`src/rtl/mux8_scan_pkg.sv`:
```
// mux8_scan_pkg: shared constants and FSM state type for the mux8 channel scanner
package mux8_scan_pkg;
  localparam int NUM_CH = 8;
  localparam int CH_W = 3;
  typedef enum logic {IDLE, SCAN} scan_state_t;
endpackage

```
`src/rtl/mux8_scan_ctr.sv`:
```
// mux8_scan_ctr: settle counter and channel counter producing sample and frame-end strobes
module mux8_scan_ctr
  import mux8_scan_pkg::*;
#(
  parameter int SETTLE_CYCLES = 2
) (
  input  logic            clk,
  input  logic            rst,
  input  logic            run,
  input  logic            clear,
  output logic [CH_W-1:0] ch,
  output logic            sample_en,
  output logic            frame_end
);
  logic [3:0] cnt;
  assign sample_en = run && cnt == 4'(SETTLE_CYCLES - 1);
  assign frame_end = sample_en && ch == CH_W'(NUM_CH - 1);
  // Hold each channel for SETTLE_CYCLES, then advance; the channel wraps to 0 after the last one
  always_ff @(posedge clk or posedge rst)
    if (rst) begin
      cnt <= '0;
      ch <= '0;
    end else if (clear) begin
      cnt <= '0;
      ch <= '0;
    end else if (run) begin
      cnt <= sample_en ? '0 : cnt + 4'd1;
      ch <= sample_en ? ch + CH_W'(1) : ch;
    end
endmodule

```
`src/rtl/mux8_scanner.sv`:
```
// mux8_scanner: steps mux8 selects through all channels and hands assembled frames out on valid/ready
module mux8_scanner
  import mux8_scan_pkg::*;
#(
  parameter int SETTLE_CYCLES = 2
) (
  input  logic              clk,
  input  logic              rst,
  input  logic              start,
  input  logic              continuous,
  output logic              s1,
  output logic              s2,
  output logic              s3,
  input  logic              y,
  output logic [NUM_CH-1:0] frame,
  output logic              frame_valid,
  input  logic              frame_ready,
  output logic              busy,
  output logic              overrun
);
  scan_state_t state;
  logic [CH_W-1:0] ch;
  logic sample_en, frame_end, load;
  logic [NUM_CH-1:0] shadow, shadow_nxt;
  mux8_scan_ctr #(.SETTLE_CYCLES(SETTLE_CYCLES)) u_ctr (
    .clk(clk),
    .rst(rst),
    .run(state == SCAN),
    .clear(state == IDLE),
    .ch(ch),
    .sample_en(sample_en),
    .frame_end(frame_end)
  );
  // The channel counter is a register, so the selects are glitch-free and sit at 0 while idle
  assign {s3, s2, s1} = ch;
  assign busy = state == SCAN;
  assign load = frame_end && (!frame_valid || frame_ready);
  // Shadow including the bit sampled this edge, so a frame-end load sees all eight channels
  always_comb begin
    shadow_nxt = shadow;
    if (sample_en) shadow_nxt[ch] = y;
  end
  // Scan FSM, frame output register, handshake and sticky overrun
  always_ff @(posedge clk or posedge rst)
    if (rst) begin
      state <= IDLE;
      shadow <= '0;
      frame <= '0;
      frame_valid <= 1'b0;
      overrun <= 1'b0;
    end else begin
      state <= state == IDLE ? (start ? SCAN : IDLE) : (frame_end && !continuous ? IDLE : SCAN);
      shadow <= shadow_nxt;
      frame <= load ? shadow_nxt : frame;
      frame_valid <= load || (frame_valid && !frame_ready);
      overrun <= (state == IDLE && start) ? 1'b0 : overrun || (frame_end && !load);
    end
endmodule

```
`config.mk`:
```
export PLATFORM = sky130hd
export DESIGN_NAME = mux8_scanner
export DESIGN_NICKNAME = d
export VERILOG_FILES = /design/src/rtl/mux8_scan_pkg.sv /design/src/rtl/mux8_scan_ctr.sv /design/src/rtl/mux8_scanner.sv
export SDC_FILE = /design/constraint.sdc
export NUM_CORES = 1
export LEC_CHECK = 0
export CORE_MARGIN = 2
export CORE_UTILIZATION = 45
export DETAILED_ROUTE_END_ITERATION = 12
export PLACE_DENSITY = 0.66
export SETUP_SLACK_MARGIN = 0.1
export SKIP_CTS_REPAIR_TIMING = 1
export SLEW_MARGIN = 0
export SYNTH_ARGS = -nofsm -noshare
export SYNTH_HDL_FRONTEND = slang
export SYNTH_SLANG_ARGS = --single-unit
```
`constraint.sdc`:
```
create_clock -name clk -period 1.9 [get_ports clk]
set_input_delay 0.475 -clock clk [delete_from_list [all_inputs] [get_ports clk]]
set_output_delay 0.475 -clock clk [all_outputs]
set_load 0.01 [all_outputs]
```
## After elaboration in Yosys (flattened, before gate mapping)

Index checks and enable logic that the tools add are counted.
W data, S select, Z words.

- Flip-flop bits (word level): 26
- Input port bits: 6

- Add/sub/neg operators: 2
- Bitwise gates (word level): 1
- Equality and inequality tests: 3
- Reduce and logical (&&, ||, !) cells: 15
- $lt $le $gt $ge: 2
- Mux-type cells: 12

Operators by type and width:

| operator | count |
|---|---|
| $bwmux W8 | 1 |
| $logic_and A1 B1 Y1 | 8 |
| $mux W4 | 2 |
| $mux W8 | 1 |
| $mux W3 | 2 |
| $mux W1 | 5 |
| $add A4 B1 Y4 const B | 1 |
| $eq A4 B1 Y1 const B | 1 |
| $logic_not A1 Y1 | 4 |
| $lt A3 B4 Y1 const B | 1 |
| $add A3 B1 Y3 const B | 1 |
| $demux W1 S3 | 1 |
| $eq A3 B3 Y1 const B | 1 |
| $ge A3 B1 Y1 const B | 1 |
| $logic_or A1 B1 Y1 | 3 |
| $ne A2 B1 Y1 const B | 1 |
| $not A1 Y1 | 1 |

## Longest topological paths before layout

Gate-level depths: netlist (run 1).

- Depth in word-level cells: 8
- Depth in mapped cells: 6

## Cells and area by module

Synthesis (run 1) repeated with hierarchy kept, for this count alone.

- Cells, all modules: 93
- Area, all modules: 1247.4 um^2

Modules (own cells, without submodules):

| module | sequential area each (um^2) | instances | cells an instance | area an instance (um^2) |
|---|---|---|---|---|
| mux8_scanner | 475.5 | 1 | 55 | 817.0 |
| mux8_scan_ctr | 175.2 | 1 | 38 | 430.4 |

## Worst setup path after synthesis (run 1)

OpenSTA, ideal clock, no wires.

- Kind: register -> register
- From: reg u_ctr.ch[0]
- To: reg overrun
- Required time: 1.775 ns
- Setup time: 0.125 ns
- Cell stages (with the launch flop): 7
- Data arrival time: 1.378 ns
- Path slack: 0.397 ns
- Cells stage by stage: dfrtp_1 -> ha_1 -> ha_1 -> and2_1 -> clkbuf_1 -> a41oi_1 -> a21oi_1

- Longest elaborated chain between the ends: 7

RTL lines:

| element | line | source |
|---|---|---|
| start, declared | mux8_scan_ctr.sv:11 | `output logic [CH_W-1:0] ch,` |
| start signal, assigned | mux8_scan_ctr.sv:28 | `ch <= sample_en ? ch + CH_W'(1) : ch;` |
| $eq A3 B3 Y1 * | mux8_scan_ctr.sv:17 | `assign frame_end = sample_en && ch == CH_W'(NUM_CH - 1);` |
| $logic_and A1 B1 Y1 * | mux8_scan_ctr.sv:17 |  |
| $logic_and A1 B1 Y1 | mux8_scanner.sv:37 | `assign load = frame_end && (!frame_valid \|\| frame_ready);` |
| $logic_not A1 Y1 | mux8_scanner.sv:56 | `overrun <= (state == IDLE && start) ? 1'b0 : overrun \|\| (frame_end && !load);` |
| $logic_and A1 B1 Y1 * | mux8_scanner.sv:56 |  |
| $logic_or A1 B1 Y1 * | mux8_scanner.sv:56 |  |
| $mux W1 * | mux8_scanner.sv:56 |  |
| end signal, assigned | mux8_scanner.sv:56 |  |
| end, declared | mux8_scanner.sv:19 | `output logic overrun` |

Every way passes the cells marked *; elsewhere a longest branch is shown, timed or not.
A chain may end at the register's enable or synchronous reset.

## Final worst setup path (run 1)

- From: reg u_ctr.ch[0]
- To: out s1

RTL lines:

| element | line | source |
|---|---|---|
| end, declared | mux8_scanner.sv:11 | `output logic s1,` |

No word-level cell between the ends.

==> key figures, run 1 <==
Status
  – Status: finished clean

Place
  – Dpl ws: 0.151 ns
  – IO buf count: 19
  – HPWL after DPL: 1830 um
  – GP Congestion: 0.805

Synthesis
  – Post-Synthesis Cells: 117
  – Syn Nets: 127
  – Register area share after synthesis: 0.533
  – Cell with the most instances after synthesis: dfrtp_1
  – Async set-reset flop share out of synthesis: 1.00
  – Area leader, netlist: dfrtp_1
  – Post-synth EDFFs: 0
  – Top post-synthesis cells by count: dfrtp_1 (26), a31oi_1 (15), nand2_1 (12)
  – Syn avg cell area: 10.4 um2
  – Mapped cell area: 1220 um2
  – Most area-consuming cells after synthesis: dfrtp_1 (53%), a31oi_1 (7.7%), o41ai_1 (4.3%), ha_1 (4.1%), nand2_1 (3.7%)
  – Post-synth top flop: dfrtp_1
  – Synth top area share: 0.533
  – Yosys warning count: 0
  – Distinct cells, synth: 27
  – Synthesized flop and latch total: 26

Worst setup path
  – Worst setup EP type: output port
  – Kind of cell with the highest combined delay on the critical path: buffers and inverters
  – Critical path peak fanout: 2
  – Crit path required time: 1.42 ns
  – Reg2Reg Launch Point: u_ctr.ch[0]
  – Crit path DAT: 1.25 ns
  – RR Endpoint: frame[0]
  – Critical path's slowest cell: clkdlybuf4s50_1
  – Worst path cell trace: clkdlybuf4s50_1
  – Slowest Stage Delay on Critical Path: 0.54 ns
  – Bufs and invs on worst path: 1
  – Reg2Reg Depth: 6
  – R2R Setup Slk: 0.23 ns
  – Setup crit start kind: register
  – Critical path class: reg -> out

Timing
  – Final setup violation count: 0
  – Setup TNS: 0 ns
  – Worst slew pin tran: 0.440 ns
  – Max-slew headroom: 0.703
  – Final worst setup slack: 0.179 ns
  – Max Clock Freq: 0.581 GHz
  – Period minus WS final: 1.72 ns
  – RSZ-0062 raised after global routing: false
  – Slew Viols, Final: 0
  – Period utilization: 0.906
  – Setup Skew: 0.0115 ns
  – Final Hold Fails: 0

Cells and area
  – Final #Nets: 155
  – Fill cells: 213
  – Ant. Diodes: 0
  – Area Growth Syn to Fin: 28.5%
  – Layout cells sized above 1: 0.146

Pwr
  – Sequential share of power: 0.381
  – Clock network fraction of design power: 0.156
  – Combinational Power Share: 0.463
  – Pleak: 0.722 nW
  – Pint: 1.53 mW
  – Switching share of total power: 0.363
  – Pwr/cell area: 1530 nW/um2
  – P_sw: 0.874 mW
  – VDD IR max: 1.15 mV

Routing
  – Final wirelength: 2720 um
  – Initial drt markers: 24
  – Wirelength per Cell: 15.6 um
  – Routed vias: 990
  – Post-route DRC: 0
  – Antenna viol nets, final: 0
  – DRT Pass-1 Iters: 4
  – Via-to-Cell Ratio: 5.69

Global route
  – Vias in the first global route: 980
  – GRT overflow: 0
  – Initial antenna violation count: 0
  – Global-route wire length before repair: 4660 um
  – Largest net degree at the start of global routing: 27
  – Total Routing Usage GR: 0.189

Clock tree
  – Clock buffer count from CTS: 3
  – Clock buffer depth: 2
  – Clk slew on worst S/H paths: 0.14 ns
  – CTS tree: yes
  – Clk sinks: 26
  – Clock latency on the worst-skew pair: 0.32 ns
  – CTS HTree Levels: 1
  – CTS root buffer: clkbuf_4

Floorplan
  – Die H: 56.1 um
  – Top Ports: 20
  – Starting density of the core: 0.484
  – Die span in x: 56.1 um
  – Full die area: 3140 um2
  – Core Rows: 18
  – Core Region: 2520 um2

Worst hold path
  – HP Class: in -> async

Run
  – Max-Cap Viols: 0
## how the worst max path moves through the flow
stage / depth (start not counted) / endpoint / slack [ns] / start
floorplan: 6 / overrun / 0.40 / u_ctr.ch[0]
global placement: 4 / frame[0] / 0.17 / frame_ready
detailed placement: 4 / frame[6] / 0.15 / frame_ready
CTS: 1 / busy / 0.06 / busy
global route: 1 / frame[1] / 0.11 / frame[1]
finish: 1 / s1 / 0.18 / u_ctr.ch[0]
## final cells by class
type                       instances  area, um2  area share
inverter                           7       26.3      0.0168
multi-input combinational         75        502       0.320
timing repair buffer              32        298       0.190
clock buffer                       3       22.5      0.0144
sequential                        26        652       0.416
tap                               30       37.5      0.0239
clock inverter                     1       30.0      0.0192
## logic make-up (layout without fill, tap and decap cells)
kind of cell,count (synthesis),after routing,share of synthesized area
AO/OA/AOI/OAI,27,27,0.161
XOR/XNOR,3,3,0.0215
adder cells (fa/ha/maj),4,4,0.0410
buffers and inverters,16,43,0.0554
flip-flops,26,26,0.533
multiplexers,2,2,0.0164
AND/OR/NAND/NOR,39,39,0.171
## power by group through the flow
stage / Sequential [mW] / Clock [mW] / Combinational [mW]
global placement: 0.924 / 0 / 1.04
detailed placement: 0.931 / 0 / 1.06
finish: 0.917 / 0.375 / 1.11
global route: 0.945 / 0.412 / 1.23
CTS: 0.922 / 0.385 / 1.07
floorplan: 0.958 / 0 / 0.600
## through the flow
stage          std cells  hold WS [ns]  utilization  total power, mW  area, um2
2_1_floorplan        117         0.452            -             1.56       1220
3_3_place_gp         166         0.466        0.584             1.96       1470
3_5_place_dp         166         0.474        0.584             1.99       1470
4_1_cts              170         0.479        0.605             2.38       1530
5_1_grt              174         0.507        0.622             2.59       1570
6_report             174         0.479        0.622             2.41       1570
## per-layer routing
layer | routed length [um] | global-route usage | share of wire | up-vias
li1 | - | - | - | 477
met1 | 1260 | 0.258 | 0.46 | 488
met2 | 1320 | 0.306 | 0.49 | 23
met3 | 124 | 0.0605 | 0.046 | 2
met4 | 12 | 0.0204 | 0.0044 | 0
met5 | 0 | 0 | 0 | -
## sequential cells by signal, indices dropped and copies added (netlist names)
signal / flops
u_ctr.cnt: 4
busy: 1
frame: 8
shadow: 8
overrun: 1
u_ctr.ch: 3
frame_valid: 1
## placed cells by master (no fill, tap or decap), drive strengths merged, types with 2 or more instances in the layout
cell and n:
clkbuf 3, nand3 4, o31ai 2, xnor2 2, nand2 12, mux2i 2, nand2b 2, ha 4
dfrtp 26, o41ai 6, nor2b 3, a31oi 16, clkdlybuf4s50 15, nand4 4, dlymetal6s2s 4, inv 7
buf 13, nor2 8
Note: power is estimated with default switching activity, not from simulation.
==> run 2, diff against run 1 <==
- SLEW_MARGIN: 0 -> not set
==> results of run 2 <==
No change in the layout: final DEF, timing and power equal those of run 1.
